File: config.mk
export PLATFORM = sky130hd
export DESIGN_NAME = sb_rx_deser_fsm_flat
export DESIGN_NICKNAME = d
export VERILOG_FILES = /design/src/rtl/sb_rx_deser_if.sv /design/src/rtl/sb_rx_deser_fsm.sv /design/src/flat_wrapper.sv
export SDC_FILE = /design/constraint.sdc
export NUM_CORES = 1
export LEC_CHECK = 0
export ABC_AREA = 1
export BUFFER_PORTS_ARGS = -buffer_cell sky130_fd_sc_hd__buf_2
export CORE_AREA = 4 4 121 94
export CTS_CLUSTER_SIZE = 14
export DETAILED_ROUTE_END_ITERATION = 10
export DIE_AREA = 0 0 125 98
export PLACE_DENSITY = 0.81
export SLEW_MARGIN = 5
export SYNTH_ARGS = -nofsm -noshare
export SYNTH_HDL_FRONTEND = slang
export SYNTH_SLANG_ARGS = --single-unit
File: constraint.sdc
create_clock -name i_clk -period 2.25 [get_ports i_clk]
set_input_delay 0.1125 -clock i_clk [delete_from_list [all_inputs] [get_ports i_clk]]
set_output_delay 0.1125 -clock i_clk [all_outputs]
set_load 0.01 [all_outputs]
File: src/rtl/sb_rx_deser_if.sv
// sb_rx_deser_if: sideband RX pad/FIFO signal bundle for the deserializer
interface sb_rx_deser_if #(parameter int PKT_WIDTH = 64);
  logic                 i_bit;
  logic                 i_bit_valid;
  logic                 i_fifo_full;
  logic [PKT_WIDTH-1:0] o_packet;
  logic                 o_wr_en;
  logic                 o_rx_active;
  logic                 o_frame_err;
  logic                 o_overflow;
  logic                 o_parity_err;
  modport master(
    output i_bit, i_bit_valid, i_fifo_full,
    input  o_packet, o_wr_en, o_rx_active, o_frame_err, o_overflow, o_parity_err
  );
  modport slave(
    input  i_bit, i_bit_valid, i_fifo_full,
    output o_packet, o_wr_en, o_rx_active, o_frame_err, o_overflow, o_parity_err
  );
endinterface

File: src/rtl/sb_rx_deser_fsm.sv
// sb_rx_deser_fsm: sideband RX framing FSM (serial bits -> 64-bit packets, gap check); SB_RX_PARITY_CHK_EN enables packet parity check
module sb_rx_deser_fsm #(
  parameter int PKT_WIDTH = 64,
  parameter int MIN_GAP   = 32,
  parameter int CNT_W     = 7
) (
  input logic          i_clk,
  input logic          i_rst,
  sb_rx_deser_if.slave bus
);
  localparam int IW = $clog2(PKT_WIDTH);
  typedef enum logic [1:0] {IDLE, RECEIVE, GAP} state_t;
  state_t               r_state, w_next;
  logic [PKT_WIDTH-1:0] r_shift, w_shift;
  logic [CNT_W-1:0]     r_bit_cnt, w_bit_cnt, r_gap_cnt, w_gap_cnt;
  logic                 w_done, w_ferr, w_par_bad;
  logic                 r_done, r_full, r_par_bad;
`ifdef SB_RX_PARITY_CHK_EN
  assign w_par_bad = bus.i_bit != ^r_shift[PKT_WIDTH-2:0];
`else
  assign w_par_bad = 1'b0;
`endif
  always_comb begin
    w_next    = r_state;
    w_shift   = r_shift;
    w_bit_cnt = r_bit_cnt;
    w_gap_cnt = r_gap_cnt;
    w_done    = 1'b0;
    w_ferr    = 1'b0;
    case (r_state)
      IDLE: if (bus.i_bit_valid) begin
        w_shift[0] = bus.i_bit;
        w_bit_cnt  = CNT_W'(1);
        w_next     = RECEIVE;
      end
      RECEIVE: if (bus.i_bit_valid) begin
        w_shift[r_bit_cnt[IW-1:0]] = bus.i_bit;
        w_bit_cnt = r_bit_cnt + 1'b1;
        if (r_bit_cnt == CNT_W'(PKT_WIDTH - 1)) begin
          w_done    = 1'b1;
          w_gap_cnt = '0;
          w_next    = GAP;
        end
      end else begin
        // the invalid cycle that broke the packet already counts as idle
        w_ferr    = 1'b1;
        w_gap_cnt = CNT_W'(1);
        w_next    = GAP;
      end
      GAP: if (bus.i_bit_valid) begin
        w_ferr    = 1'b1;
        w_gap_cnt = '0;
      end else begin
        w_gap_cnt = r_gap_cnt + 1'b1;
        w_next    = (w_gap_cnt == CNT_W'(MIN_GAP)) ? IDLE : GAP;
      end
      default: w_next = IDLE;
    endcase
  end
  always_ff @(posedge i_clk) begin
    if (i_rst) begin
      r_state          <= IDLE;
      r_shift          <= '0;
      r_bit_cnt        <= '0;
      r_gap_cnt        <= '0;
      r_done           <= 1'b0;
      r_full           <= 1'b0;
      r_par_bad        <= 1'b0;
      bus.o_packet     <= '0;
      bus.o_wr_en      <= 1'b0;
      bus.o_rx_active  <= 1'b0;
      bus.o_frame_err  <= 1'b0;
      bus.o_overflow   <= 1'b0;
      bus.o_parity_err <= 1'b0;
    end else begin
      r_state          <= w_next;
      r_shift          <= w_shift;
      r_bit_cnt        <= w_bit_cnt;
      r_gap_cnt        <= w_gap_cnt;
      r_done           <= w_done;
      r_full           <= w_done & bus.i_fifo_full;
      r_par_bad        <= w_done & w_par_bad;
      bus.o_rx_active  <= w_next == RECEIVE;
      bus.o_frame_err  <= w_ferr;
      bus.o_packet     <= r_done ? r_shift : bus.o_packet;
      bus.o_parity_err <= r_done & r_par_bad;
      bus.o_overflow   <= r_done & ~r_par_bad & r_full;
      bus.o_wr_en      <= r_done & ~r_par_bad & ~r_full;
    end
  end
endmodule
File: src/flat_wrapper.sv
// flat-port wrapper written by rule: the top's interface ports become plain ports
module sb_rx_deser_fsm_flat 
#(
  parameter int PKT_WIDTH = 64,
  parameter int MIN_GAP   = 32,
  parameter int CNT_W     = 7
)
  (i_clk, i_rst, bus_i_bit, bus_i_bit_valid, bus_i_fifo_full, bus_o_packet, bus_o_wr_en, bus_o_rx_active, bus_o_frame_err, bus_o_overflow, bus_o_parity_err);
  sb_rx_deser_if #(.PKT_WIDTH(PKT_WIDTH)) bus_i ();
  input logic i_clk;
  input logic i_rst;
  input wire logic [$bits(bus_i.i_bit)-1:0] bus_i_bit;
  input wire logic [$bits(bus_i.i_bit_valid)-1:0] bus_i_bit_valid;
  input wire logic [$bits(bus_i.i_fifo_full)-1:0] bus_i_fifo_full;
  output wire logic [$bits(bus_i.o_packet)-1:0] bus_o_packet;
  output wire logic [$bits(bus_i.o_wr_en)-1:0] bus_o_wr_en;
  output wire logic [$bits(bus_i.o_rx_active)-1:0] bus_o_rx_active;
  output wire logic [$bits(bus_i.o_frame_err)-1:0] bus_o_frame_err;
  output wire logic [$bits(bus_i.o_overflow)-1:0] bus_o_overflow;
  output wire logic [$bits(bus_i.o_parity_err)-1:0] bus_o_parity_err;
  assign bus_i.i_bit = bus_i_bit;
  assign bus_i.i_bit_valid = bus_i_bit_valid;
  assign bus_i.i_fifo_full = bus_i_fifo_full;
  assign bus_o_packet = bus_i.o_packet;
  assign bus_o_wr_en = bus_i.o_wr_en;
  assign bus_o_rx_active = bus_i.o_rx_active;
  assign bus_o_frame_err = bus_i.o_frame_err;
  assign bus_o_overflow = bus_i.o_overflow;
  assign bus_o_parity_err = bus_i.o_parity_err;
  sb_rx_deser_fsm #(.PKT_WIDTH(PKT_WIDTH), .MIN_GAP(MIN_GAP), .CNT_W(CNT_W)) u_core (.i_clk(i_clk), .i_rst(i_rst), .bus(bus_i));
endmodule
==> impl_metrics.env, run 1 <==
export IMPL_status="finished, final reports clean"
export IMPL_antenna_found_initial=0
export IMPL_combPwrFrac=0.052
export IMPL_powerDensity_nw_per_um2=808
export IMPL_clk_path_buf_depth=2
export IMPL_synth_fp_nets=719
export IMPL_finClkSkew_ns=0.00658
export IMPL_drive_gt1_frac=0.229
export IMPL_vias=5107
export IMPL_cts_inserted_buffers=17
export IMPL_htreeDepth=4
export IMPL_max_freq_mhz=542
export IMPL_netlist_top_cells_area="dfxtp_1 50%, nor2_1 9.2%, o21ai_0 7.0%"
export IMPL_die_h_um=98
export IMPL_async_reset_ff_frac=0
export IMPL_tightest_slew_ns=0.850
export IMPL_p_leak_nw=3.09
export IMPL_wirelength_um=14000
export IMPL_worstHoldPathType="in2reg"
export IMPL_worstSetupEndpointType="flop"
export IMPL_fin_setup_tns_ns=0
export IMPL_fin_crit_ns=1.85
export IMPL_p_int_w=0.00432
export IMPL_finalCritPeriodShare=0.820
export IMPL_yosysTopAreaCell="dfxtp_1"
export IMPL_clk_latency_ns=0.42
export IMPL_synthCells=708
export IMPL_slew_violations=0
export IMPL_n_antenna_cell=0
export IMPL_ant_nets=0
export IMPL_ys_ff_latch=150
export IMPL_dp_hpwl_um=8860
export IMPL_avgSynthCellArea_sq_um=8.56
export IMPL_max_slew_margin_rel=0.430
export IMPL_cts_tree="yes"
export IMPL_grt_pass1_vias=4841
export IMPL_ir_drop_uv=552
export IMPL_wl_per_cell_um=15.4
export IMPL_grt_max_degree=70
export IMPL_p_sw_frac=0.235
export IMPL_synth_area_sq_um=6060
export IMPL_core_sq_um=10200
export IMPL_clock_sinks=150
export IMPL_drv_cap=0
export IMPL_grt_ovfl_total=0
export IMPL_p_sw_w=0.00132
export IMPL_cp_max_fo=13
export IMPL_drcViolationCount=0
export IMPL_power_frac_seq=0.482
export IMPL_grt_pass1_wl_um=23600
export IMPL_cp_required_ns=2.56
export IMPL_ios=74
export IMPL_grt_usage=0.232
export IMPL_power_share_clock=0.466
export IMPL_die_area_sq_um=12300
export IMPL_rsz0062_at_grt="false"
export IMPL_die_w_um=125
export IMPL_final_hold_viol_count=0
export IMPL_worstPathArrival_ns=2.16
export IMPL_yosysUniqueCellTypes=39
export IMPL_ys_seq_area_frac=0.496
export IMPL_drt_pass1_iter_count=5
export IMPL_design_area_sq_um=6980
export IMPL_startpoint_type="flop"
export IMPL_synth_edf_count=0
export IMPL_post_cts_resized=0
export IMPL_synthDominantCellAreaShare=0.496
export IMPL_fill_cells=824
export IMPL_start_util=0.596
export IMPL_setup_viol=0
export IMPL_port_buffers=72
export IMPL_area_delta_synth_final_pct=15.2
export IMPL_rows=32
export IMPL_ys_warn_count=0
export IMPL_ys_flop_type="dfxtp_1"
export IMPL_place_congestion=0.892
export IMPL_ys_top_cells_by_count="150 x dfxtp_1, 148 x nor2_1, 85 x o21ai_0"
export IMPL_cts_root_buf="clkbuf_16"
export IMPL_drt_initial_drc_count=483
export IMPL_worst_setup_path_type="reg2reg"
export IMPL_vias_per_cell=5.62
export IMPL_clk_pin_slew_ns=0.06
export IMPL_nets=771
export IMPL_synth_most_common_cell="dfxtp_1"
export IMPL_place_area_sq_um=6420
## per-stage QoR
| step | util | instances | power (W) | hold slack [ns] | worst slack, ns |
|---|---|---|---|---|---|
| finish | 0.686 | 909 | 0.00564 | 0.0595 | 0.404 |
| detailed placement | 0.631 | 876 | 0.00306 | 0.336 | 0.457 |
| CTS | 0.686 | 909 | 0.00567 | 0.0504 | 0.421 |
| global route | 0.686 | 909 | 0.00583 | 0.0714 | 0.230 |
| floorplan | - | 708 | 0.00299 | 0.224 | 0.716 |
| global placement | 0.631 | 876 | 0.00305 | 0.332 | 0.521 |
## cells by family after synthesis
kind of cell / Yosys count / share of synthesized area
AND/OR/NAND/NOR: 224 / 0.163
flip-flops: 150 / 0.496
adder cells (fa/ha/maj): 6 / 0.0124
other: 1 / 0.000619
AO/OA/AOI/OAI: 230 / 0.249
buffers and inverters: 97 / 0.0793
## power groups by stage
stage | registers (W) | clock network [W] | logic [W]
2_1_floorplan | 0.00277 | 0 | 0.000223
3_3_place_gp | 0.00277 | 0 | 0.000277
3_5_place_dp | 0.00277 | 0 | 0.000287
4_1_cts | 0.00272 | 0.00267 | 0.000290
5_1_grt | 0.00272 | 0.00278 | 0.000326
6_report | 0.00272 | 0.00263 | 0.000295
## worst paths after layout
| check | from | to | slack, ns | depth (start not counted) |
|---|---|---|---|---|
| setup / recovery | u_core.r_state[1]$_SDFF_PP0_ | u_core.r_shift[10]$_SDFFE_PP0P_ | 0.40 | 8 |
| hold / removal | bus_i_bit | u_core.r_shift[62]$_SDFFE_PP0P_ | 0.06 | 3 |
| setup reg to reg | u_core.r_state[1]$_SDFF_PP0_ | u_core.r_shift[10]$_SDFFE_PP0P_ | 0.40 | 8 |
| hold reg to reg | u_core.r_full$_SDFF_PP0_ | u_core.bus.o_wr_en$_SDFF_PP0_ | 0.44 | 1 |
## critical path, stage by stage, from the launching register on
cell and delay [ns]:
dfxtp_1 0.33, inv_1 0.12, ha_1 0.31, nand2_4 0.15, nor2_8 0.19, nand2_4 0.07
clkinv_2 0.22, a21oi_1 0.13, a311oi_1 0.23
## cells in the final DEF (no fill, tap or decap), types with 2 or more instances in the layout
cell and count:
dfxtp_1 149, nor2_1 148, o21ai_0 85, a21oi_1 72
buf_2 72, nand2_1 38, a311oi_1 32, inv_1 31
a311oi_2 17, clkbuf_16 17, a21oi_2 11, clkinv_2 9
nand3_1 8, buf_4 8, inv_2 7, nor2_2 7
ha_1 6, nand2_4 5, clkinv_4 5, nor3_1 5
nand2_2 4, a211oi_1 4, a31oi_1 3, nor4_1 3
buf_12 3, clkinv_1 2, o21ai_1 2, o21bai_1 2
clkinvlp_4 2, clkbuf_1 2
## layout make-up
type / count / area (sq um) / area share
repair buffers: 84 / 490 / 0.0703
flip-flops and latches: 150 / 3000 / 0.430
inverters: 46 / 188 / 0.0269
clock inverters: 12 / 105 / 0.0151
multi-input cells: 461 / 2570 / 0.369
clock buffers: 20 / 447 / 0.0640
well taps: 136 / 170 / 0.0244
## per-layer routing
layer  GRT usage  part of all wire  vias to the layer above
met3      0.0536             0.056                       17
met4      0.0592             0.011                        0
met1       0.323              0.47                     2378
met2       0.369              0.46                      178
li1            -                 -                     2534
met5           0                 0                        -
## repair_timing
item	in CTS	in global routing
endpoints found under the hold margin	1	0
hold buffers	1	0
setup buffers	0	0
## state kept, by name, indices dropped and copies added, names as in the netlist
signal,cells
u_core.bus.o_frame_err,1
u_core.bus.o_overflow,1
u_core.bus.o_packet,64
u_core.bus.o_rx_active,1
u_core.bus.o_wr_en,1
u_core.r_bit_cnt,7
u_core.r_done,1
u_core.r_full,1
u_core.r_gap_cnt,7
u_core.r_shift,64
u_core.r_state,2
(Power assumes the default switching activity.)
==> run 2, diff against run 1 <==
Settings changed: ABC_AREA 1 to 0, CORE_AREA 4 4 121 94 to 4 4 131 102, DIE_AREA 0 0 125 98 to 0 0 135 106, PLACE_DENSITY 0.81 to 0.74.
Clock period 2.25 ns to 1.5 ns, I/O delays scaled along.
==> run 2 against run 1 <==
- the run now ends with setup timing left
- combinational power increased by 120%
- global-route usage decreased by 0.26 points
- die area increased by 17%
- sequential share of layout area decreased by 5.3 points
- register-to-register slack got worse by 0.52 ns
- critical path type unchanged
- critical endpoint is now u_core.r_shift[40]$_SDFFE_PP0P_
==> impl_metrics.env, run 2 <==
export IMPL_status="finished with violations"
export IMPL_failed_checks="setup timing"
export IMPL_core_sq_um=12000
export IMPL_combPwrFrac=0.074
export IMPL_grt_pass1_wl_um=26300
export IMPL_die_area_sq_um=14300
export IMPL_vias_per_cell=5.83
export IMPL_place_congestion=0.888
export IMPL_cp_num_buf_inv=1
export IMPL_worstHoldPathType="in2reg"
export IMPL_cts_tree="yes"
export IMPL_nets=786
export IMPL_ys_warn_count=0
export IMPL_synth_top_family_by_area="simple AND/OR/NAND/NOR gates"
export IMPL_synthMuxAreaShare=0.116
export IMPL_wl_per_cell_um=18.0
export IMPL_antenna_found_initial=0
export IMPL_ant_nets=0
export IMPL_p_sw_w=0.00205
export IMPL_place_inst=914
export IMPL_path_cells="inv_2, ha_4, nand3b_4, or3_4, o21ai_1, a21oi_1"
export IMPL_synthDominantCellAreaShare=0.489
export IMPL_clk_path_buf_depth=2
export IMPL_rsz0062_at_grt="true"
export IMPL_grt_max_degree=65
export IMPL_htreeDepth=4
export IMPL_setup_viol=33
export IMPL_drv_cap=0
export IMPL_max_freq_mhz=619
export IMPL_synthAdderAreaFrac=0.0122
export IMPL_synth_edf_count=0
export IMPL_startpoint_type="flop"
export IMPL_die_w_um=135
export IMPL_startpoint="u_core.r_state[1]$_SDFF_PP0_"
export IMPL_ys_seq_area_frac=0.489
export IMPL_drt_initial_drc_count=631
export IMPL_critical_path_top_delay_family="simple AND/OR/NAND/NOR gates"
export IMPL_synthSimpleGateAreaFrac=0.187
export IMPL_p_int_w=0.00676
export IMPL_p_sw_frac=0.232
export IMPL_synth_fp_nets=681
export IMPL_crit_slowest_cell="or3_4"
export IMPL_fill_cells=918
export IMPL_rr_startpoint="u_core.r_state[1]$_SDFF_PP0_"
export IMPL_clk_pin_slew_ns=0.06
export IMPL_power_frac_seq=0.458
export IMPL_cp_max_fo=7
export IMPL_yosysUniqueCellTypes=64
export IMPL_worstSetupEndpointType="flop"
export IMPL_wirelength_um=17200
export IMPL_fin_crit_ns=1.62
export IMPL_worstPathArrival_ns=1.89
export IMPL_slew_violations=0
export IMPL_grt_pass1_vias=5067
export IMPL_grt_usage=0.230
export IMPL_ys_top_cells_by_count="150 x dfxtp_1, 84 x nor2_1, 70 x a21oi_1, 70 x nand3_1, 68 x mux2i_1"
export IMPL_ys_flop_type="dfxtp_1"
export IMPL_powerDensity_nw_per_um2=1100
export IMPL_synth_compound_area_frac=0.146
export IMPL_layout_commonest_cell="dfxtp_1"
export IMPL_synth_most_common_cell="dfxtp_1"
export IMPL_avgSynthCellArea_sq_um=9.16
export IMPL_drt_pass1_iter_count=5
export IMPL_synthCells=670
export IMPL_synth_area_sq_um=6140
export IMPL_cts_inserted_buffers=17
export IMPL_r2r_end="u_core.r_shift[40]$_SDFFE_PP0P_"
export IMPL_ios=74
export IMPL_finalCritPeriodShare=1.08
export IMPL_yosysTopAreaCell="dfxtp_1"
export IMPL_async_reset_ff_frac=0
export IMPL_drive_gt1_frac=0.343
export IMPL_rrSetupSlack_ns=-0.12
export IMPL_start_util=0.510
export IMPL_critical_path_endpoint="u_core.r_shift[40]$_SDFFE_PP0P_"
export IMPL_ys_ff_latch=150
export IMPL_vias=5558
export IMPL_power_share_clock=0.469
export IMPL_pre_cts_ws_ns=-0.160
export IMPL_cp_required_ns=1.78
export IMPL_finClkSkew_ns=0.00732
export IMPL_drcViolationCount=0
export IMPL_grt_ovfl_total=0
export IMPL_holdWs_ns=0.155
export IMPL_clock_sinks=150
export IMPL_area_delta_synth_final_pct=30.4
export IMPL_cp_num_cells=6
export IMPL_fin_cells=954
export IMPL_netlist_top_cells_area="dfxtp_1 49%, mux2i_1 11%, a21oi_1 5.7%"
export IMPL_rows=35
export IMPL_slowest_delay_ns=0.46
export IMPL_p_leak_nw=2.94
export IMPL_n_antenna_cell=0
export IMPL_top_regs="u_core.bus.o_packet: 64 flops, u_core.r_shift: 64 flops"
export IMPL_clk_latency_ns=0.41
export IMPL_synthXorXnorAreaFrac=0.00143
export IMPL_cts_root_buf="clkbuf_16"
export IMPL_port_buffers=72
export IMPL_r2r_cells=6
export IMPL_worst_setup_path_type="reg2reg"
export IMPL_setup_slack_ns=-0.115
export IMPL_die_h_um=106
export IMPL_final_cell_mix="138 x dfxtp_1, 76 x nor2_1, 71 x buf_2"
export IMPL_ir_drop_uv=914
export IMPL_final_hold_viol_count=0
export IMPL_dp_hpwl_um=10900
run 2: changes by cell type after synthesis, moves of 11 or more:
cell	before	now
a21oi_2	11	0
a311oi_1	32	2
a311oi_2	17	0
buf_2	3	16
inv_1	31	5
mux2i_1	0	68
nand2_1	38	10
nand3_1	8	70
nor2_1	148	84
o21ai_0	85	55
run 2: kinds of logic (layout without fill, tap and decap cells):
group | count (synthesis) | count (layout)
compound gates | 161 | 161
xor+xnor | 1 | 1
fa+ha+maj | 6 | 6
buf+inv | 62 | 180
flops | 150 | 150
mux | 71 | 71
other cells | 1 | 1
simple gates | 218 | 218
run 2: per-stage QoR:
step            util  cell area, sq um  setup TNS [ns]  power [W]
5_1_grt        0.665              8010           -4.08    0.00907
4_1_cts        0.637              7670          -0.288    0.00872
2_1_floorplan      -              6140          -0.200    0.00441
6_report       0.665              8010           -1.56    0.00881
3_5_place_dp   0.579              6970           -4.72    0.00459
3_3_place_gp   0.579              6970           -2.54    0.00458
run 2: cell type report:
class | instances | area [sq um] | share of cell area
clock buffers | 21 | 450 | 0.0563
well taps | 166 | 208 | 0.0259
repair buffers | 143 | 988 | 0.123
clock inverters | 11 | 125 | 0.0156
flip-flops and latches | 150 | 3020 | 0.378
multi-input cells | 458 | 3190 | 0.399
inverters | 5 | 18.8 | 0.00234
run 2: layer usage:
metal / GRT usage / part of all wire / vias up
met5: 0 / 0 / -
met1: 0.327 / 0.44 / 2651
li1: - / - / 2596
met3: 0.0530 / 0.083 / 45
met2: 0.341 / 0.45 / 266
met4: 0.0849 / 0.025 / 0
run 2: how the worst min path moves through the flow:
stage / cells past startpoint / endpoint / from
after global routing: 4 / u_core.r_shift[4]$_SDFFE_PP0P_ / bus_i_bit
after global placement: 2 / u_core.r_full$_SDFF_PP0_ / bus_i_fifo_full
after detailed placement: 2 / u_core.r_full$_SDFF_PP0_ / bus_i_fifo_full
after CTS: 3 / u_core.r_bit_cnt[1]$_SDFFE_PP0P_ / bus_i_bit_valid
after floorplan: 1 / u_core.r_full$_SDFF_PP0_ / bus_i_fifo_full
final: 3 / u_core.r_bit_cnt[1]$_SDFFE_PP0P_ / bus_i_bit_valid
run 2: worst register-to-register path, stage by stage (launching register included):
cell and delay, ns:
dfxtp_2 0.33, inv_2 0.10, ha_4 0.21, nand3b_4 0.14, or3_4 0.46, o21ai_1 0.16
a21oi_1 0.09
run 2: what timing repair did:
action / in CTS / in global routing
endpoints found under the hold margin: 2 / 0
buffers inserted: 0 / 6
hold buffers: 2 / 0
endpoints found under the setup margin: 74 / 73
gates resized for setup: 29 / 109
pin swaps: 13 / 12
run 2: power groups by stage:
stage | sequential, W | clock [W] | combinational, W
6_report | 0.00403 | 0.00413 | 0.000649
5_1_grt | 0.00403 | 0.00436 | 0.000683
4_1_cts | 0.00403 | 0.00417 | 0.000521
3_5_place_dp | 0.00411 | 0 | 0.000484
3_3_place_gp | 0.00411 | 0 | 0.000476
2_1_floorplan | 0.00411 | 0 | 0.000299
